`src/rtl/obstacle_engine.sv`:
```
// Obstacle stage for DODGE: each frame erases, moves and redraws NUM_OBS falling 4x4 blocks as a
// one-pixel-per-cycle plot stream, and tracks player collision and the dodged-obstacle score.
module obstacle_engine #(
    parameter int unsigned NUM_OBS    = 4,
    parameter int unsigned FALL_SPEED = 1,
    parameter int unsigned SCREEN_W   = 160,
    parameter int unsigned SCREEN_H   = 120,
    parameter logic [7:0]  LFSR_SEED  = 8'hA5
) (
    input  logic       clock,
    input  logic       reset,
    input  logic       frame,
    input  logic       enable,
    input  logic [7:0] player_x,
    input  logic [6:0] player_y,
    output logic [7:0] x,
    output logic [6:0] y,
    output logic [2:0] colour,
    output logic       plot,
    output logic       busy,
    output logic       hit,
    output logic [7:0] score
);

    localparam int unsigned IdxW = (NUM_OBS > 1) ? $clog2(NUM_OBS) : 1;
    localparam logic [IdxW-1:0] LastIdx = IdxW'(NUM_OBS - 1);
    localparam logic [7:0] FallLimit = 8'(SCREEN_H - 4);
    localparam logic [7:0] XSpan = 8'(SCREEN_W - 4);

    typedef enum logic [1:0] {StIdle, StErase, StMove, StDraw} state_e;

    state_e            state_q, state_d;
    logic [IdxW-1:0]   idx_q, idx_d;
    logic [3:0]        cnt_q, cnt_d;
    logic [7:0]        lfsr_q, lfsr_d;
    logic [7:0]        ox_q [NUM_OBS];
    logic [7:0]        ox_d [NUM_OBS];
    logic [6:0]        oy_q [NUM_OBS];
    logic [6:0]        oy_d [NUM_OBS];
    logic              hit_q, hit_d;
    logic [7:0]        score_q, score_d;
    logic [7:0]        x_q, x_d;
    logic [6:0]        y_q, y_d;
    logic [2:0]        colour_q, colour_d;
    logic              plot_q, plot_d;

    logic [7:0]        oy_new, spawn_x, move_x;
    logic [6:0]        move_y;
    logic              respawn, overlap;
    logic [8:0]        px9, py9, ox9, oy9;

    assign lfsr_d = {lfsr_q[6:0], lfsr_q[7] ^ lfsr_q[5] ^ lfsr_q[4] ^ lfsr_q[3]};

    // Candidate position of the current obstacle after this frame's move.
    assign oy_new  = {1'b0, oy_q[idx_q]} + 8'(FALL_SPEED);
    assign respawn = oy_new > FallLimit;
    assign spawn_x = (lfsr_q >= XSpan) ? lfsr_q - XSpan : lfsr_q;
    assign move_x  = respawn ? spawn_x : ox_q[idx_q];
    assign move_y  = respawn ? 7'd0 : oy_new[6:0];

    assign px9 = {1'b0, player_x};
    assign py9 = {2'b00, player_y};
    assign ox9 = {1'b0, move_x};
    assign oy9 = {2'b00, move_y};
    assign overlap = (ox9 < px9 + 9'd4) && (px9 < ox9 + 9'd4) &&
                     (oy9 < py9 + 9'd4) && (py9 < oy9 + 9'd4);

    always_ff @(posedge clock or posedge reset) begin
        if (reset) begin
            state_q  <= StIdle;
            idx_q    <= '0;
            cnt_q    <= '0;
            lfsr_q   <= LFSR_SEED;
            hit_q    <= 1'b0;
            score_q  <= '0;
            x_q      <= '0;
            y_q      <= '0;
            colour_q <= '0;
            plot_q   <= 1'b0;
            for (int i = 0; i < NUM_OBS; i++) begin
                ox_q[i] <= 8'(16 + 36 * i);
                oy_q[i] <= 7'(i * (SCREEN_H / NUM_OBS));
            end
        end else begin
            state_q  <= state_d;
            idx_q    <= idx_d;
            cnt_q    <= cnt_d;
            lfsr_q   <= lfsr_d;
            hit_q    <= hit_d;
            score_q  <= score_d;
            x_q      <= x_d;
            y_q      <= y_d;
            colour_q <= colour_d;
            plot_q   <= plot_d;
            ox_q     <= ox_d;
            oy_q     <= oy_d;
        end
    end

    always_comb begin
        state_d = state_q;
        idx_d   = idx_q;
        cnt_d   = cnt_q;
        ox_d    = ox_q;
        oy_d    = oy_q;
        hit_d   = hit_q;
        score_d = score_q;
        unique case (state_q)
            StIdle: begin
                idx_d = '0;
                cnt_d = '0;
                if (frame && enable && !hit_q) begin
                    state_d = StErase;
                end
            end
            StErase: begin
                cnt_d = cnt_q + 4'd1;
                if (cnt_q == 4'd15) begin
                    state_d = StMove;
                end
            end
            StMove: begin
                cnt_d       = '0;
                ox_d[idx_q] = move_x;
                oy_d[idx_q] = move_y;
                if (respawn && score_q != 8'hFF) begin
                    score_d = score_q + 8'd1;
                end
                if (overlap) begin
                    hit_d = 1'b1;
                end
                state_d = StDraw;
            end
            StDraw: begin
                cnt_d = cnt_q + 4'd1;
                if (cnt_q == 4'd15) begin
                    if (idx_q == LastIdx) begin
                        state_d = StIdle;
                    end else begin
                        idx_d   = idx_q + 1'b1;
                        state_d = StErase;
                    end
                end
            end
            default: state_d = StIdle;
        endcase
    end

    // Pixel registers are loaded for the state being entered so plot lines up with the state.
    always_comb begin
        plot_d   = (state_d == StErase) || (state_d == StDraw);
        x_d      = '0;
        y_d      = '0;
        colour_d = '0;
        if (plot_d) begin
            x_d      = ox_d[idx_d] + {6'd0, cnt_d[1:0]};
            y_d      = oy_d[idx_d] + {5'd0, cnt_d[3:2]};
            colour_d = (state_d == StDraw) ? 3'b100 : 3'b000;
        end
    end

    assign x      = x_q;
    assign y      = y_q;
    assign colour = colour_q;
    assign plot   = plot_q;
    assign busy   = (state_q != StIdle);
    assign hit    = hit_q;
    assign score  = score_q;

endmodule

```
`config.mk`:
```
export PLATFORM = sky130hd
export DESIGN_NAME = obstacle_engine
export DESIGN_NICKNAME = d
export VERILOG_FILES = /design/src/rtl/obstacle_engine.sv
export SDC_FILE = /design/constraint.sdc
export NUM_CORES = 1
export LEC_CHECK = 0
export BUFFER_PORTS_ARGS = -buffer_cell sky130_fd_sc_hd__buf_2
export CORE_MARGIN = 4
export CORE_UTILIZATION = 28
export DETAILED_ROUTE_END_ITERATION = 7
export GPL_TIMING_DRIVEN = 1
export MAX_ROUTING_LAYER = met4
export PLACE_DENSITY = 0.44
export SETUP_SLACK_MARGIN = 0.3
export SYNTH_ARGS = -nofsm -noshare
export SYNTH_HDL_FRONTEND = slang
export SYNTH_SLANG_ARGS = --single-unit
```
`constraint.sdc`:
```
create_clock -name clock -period 5.1 [get_ports clock]
set_input_delay 1.53 -clock clock [delete_from_list [all_inputs] [get_ports clock]]
set_output_delay 1.53 -clock clock [all_outputs]
set_load 0.01 [all_outputs]
```
-- Yosys cells after proc, flatten, opt, wreduce, memory -nomap -nowiden
Index checks and enable logic that the tools add are counted.
- shift-type cells: 0
- $lt $le $gt $ge: 9
- reduce and logical (&&, ||, !) cells: 15
- $add $sub $neg: 11
- equal/unequal tests: 8
- mux-type cells: 36
- multiply operators: 0
- divide/modulo/power cells: 0
- bitwise gates (word level): 5
- operator list (cell ; count):
    two-way mux 8 bit ; 8
    two-way mux 7 bit ; 7
    binary-select mux 8 bit (select 2 bit) ; 2
    bitwise mux 32 bit ; 1
    two-way mux 32 bit ; 1
    binary-select mux 7 bit (select 2 bit) ; 2
    bitwise mux 28 bit ; 1
    two-way mux 28 bit ; 1
    adder 8 x 3 -> 9 bit, second input constant ; 2
    < comparator 8 x 9 -> 1 bit ; 2
    adder 7 x 3 -> 8 bit, second input constant ; 2
    demux 8 bit (select 2 bit) ; 1
    < comparator 7 x 8 -> 1 bit ; 2
    demux 7 bit (select 2 bit) ; 1
    two-way mux 2 bit ; 5
    adder 7 x 1 -> 8 bit, second input constant ; 1
    adder 8 x 1 -> 8 bit, second input constant ; 1
    adder 8 x 2 -> 8 bit ; 1
    == test 2 bit, second input constant ; 4
    greater-or-equal comparator 8 bit, second input constant ; 1
    > comparator 8 x 7 -> 1 bit, second input constant ; 1
    inequality test 8 bit, second input constant ; 1
    case mux 2 bit (4 select lines) ; 1
    case mux 4 bit (2 select lines) ; 1
    other kinds (20) ; 34
- output and inout port bits: 29
- ROM bits: 0
- bits in registers: 104
- RAM bits: 0
- input port bits: 19
- logic and storage cells: 102
- latch bits: 0
- memories kept: 0

-- Depth between registers and ports, before layout
- word-level depth: 14
- mapped depth: 23

-- Worst setup path before layout
OpenSTA, ideal clock, no wires.
- path kind: register -> register
- from: register idx_q[0]
- to: register x_q[7], in the netlist x[7]
- clock period less this slack: 4.870 ns
- data arrival time: 4.790 ns
- setup time: 0.081 ns
- cell stages (with the launch flop): 21
- setup slack: 0.230 ns
- cell sequence: dfrtp_1 > buf_6 > buf_6 > mux4_2 > ha_1 > nand3_1 > nor3b_1 > or4_4 > a21boi_4 > buf_2 > mux2i_1 > o21ai_0 > and2_1 > a211oi_1 > nor2_1 > ha_1 > a21oi_1 > or2_0 > o21bai_2 > or4_1 > a21oi_1
- RTL lines (what ; line ; text):
    start: declaration ; 33 ; logic [IdxW-1:0] idx_q, idx_d;
    start signal: assignment ; 86 ; idx_q <= idx_d;
    end signal: assignment ; 76 ; x_q <= '0;
    end signal: assignment ; 91 ; x_q <= x_d;
    end: declaration ; 42 ; logic [7:0] x_q, x_d;

==> impl_metrics.yaml <==
status:
  status: "finished clean"
cts:
  cts_hold_buf: 0
  root_buffer: "clkbuf_16"
  htreeDepth: 3
  cts_buffers: 9
  cts_tree: "yes"
  insertion_delay_ns: 0.36
  cts.clk_slew.worst_paths_ns: 0.07
  max-clock-path-buffers: 2
  clock_sinks: 101
critical_path:
  arrival_ns: 4.95
  r2r_setup_slack_ns: 0.43
  critPathLaunchType: "register"
  crit_required_ns: 5.39
  rr_startpoint: "idx_q[0]"
  path_max_fanout: 7
  crit_type: "reg -> reg"
  endpoint_kind: "register"
  timing.rr.end: "x[7]"
  r2r_cells: 16
drt:
  routed_wl_mm: 19.1
  ant_nets: 0
  drt_iter0_markers: 248
  wl_per_cell_um: 18.6
  vias: 5265
  drc: 0
  viasPerCell: 5.12
  drt_first_pass_iters: 4
global_routing:
  first_global_vias: 5317
  grt_pass1_wl_mm: 30.3
  grt_max_degree: 43
  grt.overflow.total: 0
  antenna_found_initial: 0
  grtUsageTotal_pct: 15.3
synth:
  syn_avg_cell_area_um2: 9.58
  syn_area_mm2: 0.00646
  async_flop_share_pct: 100
  synth-warning-count: 0
  ys_types: 75
  seq_area_frac_synth_pct: 39.7
  ys_seq_elements: 101
  synth_edf_count: 0
  synthCells: 674
  synth_flop_cell: "dfrtp_1"
place:
  hpwl_mm: 13.9
  dp.cells: 994
  globalplace.congestion: 0.895
  port_buffers: 45
run:
  drv_cap: 0
sta:
  hold-worst-slack_ns: 0.418
  worst_pin_slew_ns: 0.731
  slew_headroom_pct: 51.2
  drv_slew: 0
  rsz0062_at_grt: "true"
  fin_tns_setup_ns: 0
  period_needed_ns: 4.67
  fin_skew_ns: 0.0135
  finalCritPeriodShare_pct: 91.5
  max_freq_ghz: 0.214
  hold_viol: 0
  setup_violations: 0
power:
  swShare_pct: 22.4
  ir_drop_mv: 0.124
  p_seq_share_pct: 49.1
  clockPowerShare_pct: 47.2
  power_switching_uw: 365
  power_mw: 1.63
  power.density_mw_per_mm2: 213
  comb_power_share_pct: 3.7
  leakage_nw: 3.44
  internal-power_mw: 1.27
hold_path:
  min_from: "lfsr_q[6]"
  hp-class: "reg -> reg"
  hold_path_depth: 0
  hold_path_end: "lfsr_q[7]"
final_layout:
  final_cell_count_no_fill: 1029
  final_common_cell: "nand2_1"
  final_cell_mix: "nand2_1, dfrtp_1, o21ai_0"
  layout-drive-gt1-share_pct: 25.4
  fin_util_pct: 33.9
  area_growth_pct: 18.8
  antenna_cells: 0
  fin_nets: 800
die:
  dieArea_mm2: 0.0256
  die_w_um: 160
  core_area_mm2: 0.0226
  initial_core_util_pct: 28.5
  fp.dieH_um: 160
  std_cell_rows: 55
  num_io_pins: 48
worst max-delay path, stage by stage (launching register included):
cell      delay (ns)
dfrtp_2         0.51
mux4_2          0.61
and2_4          0.22
and3_4          0.18
or4_4           0.53
a21boi_4        0.29
mux2i_4         0.32
o21ai_2         0.08
and2_1          0.19
a211oi_2        0.22
nor2_2          0.08
ha_1            0.27
a21oi_1         0.05
or2_1           0.25
o21bai_4        0.19
or4_4           0.48
a21oi_2         0.13
logic make-up (layout without fill, tap and decap cells):
kind of cell	after synthesis	after routing	share of synthesized area (%)
other cells	1	2	0.0581
flops	101	101	39.7
simple gates	237	237	17.7
fa+ha+maj	43	43	8.52
xor+xnor	42	42	5.70
mux	37	37	9.40
buf+inv	66	135	4.26
compound gates	147	147	14.7
cell usage after synthesis (8+ instances only):
cell	n	area, um2
dfstp_2	28	736
mux4_2	18	405
inv_1	32	120
xnor2_1	27	236
nand3_1	20	100
nor3_1	10	50.1
ha_1	40	500
clkbuf_1	22	82.6
nand4_1	8	50.1
nand2_1	97	364
a31oi_1	11	68.8
o21ai_0	66	330
o211ai_1	8	60.1
xor2_1	15	131
dfrtp_1	73	1830
and3_1	11	68.8
nor2_1	46	173
mux2i_1	15	150
a21oi_1	14	70.1
worst max path at each step:
stage	from	depth (start not counted)	slack, ns	end
2_1_floorplan	idx_q[0]	20	0.32	x[7]
3_3_place_gp	idx_q[0]	17	0.25	x[7]
3_5_place_dp	idx_q[0]	17	0.12	x[7]
4_1_cts	idx_q[0]	17	0.32	x[7]
5_1_grt	idx_q[0]	16	0.26	x[7]
6_report	idx_q[0]	16	0.43	x[7]
registers in the layout, indices dropped and copies added, names as in the netlist, 2 cells and up:
register	count
cnt_q	4
idx_q	2
lfsr_q	8
score	8
y	7
oy_q	28
ox_q	32
x	8
stage by stage:
stage / instance area (um2) / worst slack (ns)
floorplan: 6470 / 0.320
global placement: 7070 / 0.255
detailed placement: 7070 / 0.125
CTS: 7420 / 0.323
global route: 7670 / 0.258
finish: 7670 / 0.434
layout make-up:
cell class	count	area, um2
clock buffers	11	243
clock inverters	5	81.3
fillers	2295	15000
inverters	34	130
multi-input cells	508	3710
flip-flops and latches	101	2560
well taps	285	357
repair buffers	85	583
power groups by stage:
stage	clock, mW	combinational [mW]	sequential [mW]
2_1_floorplan	0	0.0350	0.816
3_3_place_gp	0	0.0591	0.816
3_5_place_dp	0	0.0613	0.816
4_1_cts	0.790	0.0615	0.801
5_1_grt	0.824	0.0687	0.801
6_report	0.770	0.0598	0.801
routing by layer:
layer / global-route usage (%) / up-vias / share of wire [%]
met5: - / - / 0
met3: 1.47 / 30 / 2.3
met1: 19.1 / 2594 / 44
met2: 25.6 / 112 / 50
met4: 6.49 / 0 / 3.0
li1: - / 2529 / -
timing repair:
item	4_1_cts	5_1_grt
gates resized for setup	4	36
setup endpoints to repair	5	9
pin swaps	0	11
buffers inserted	1	17
gates cloned	0	1
(Power assumes the default switching activity.)
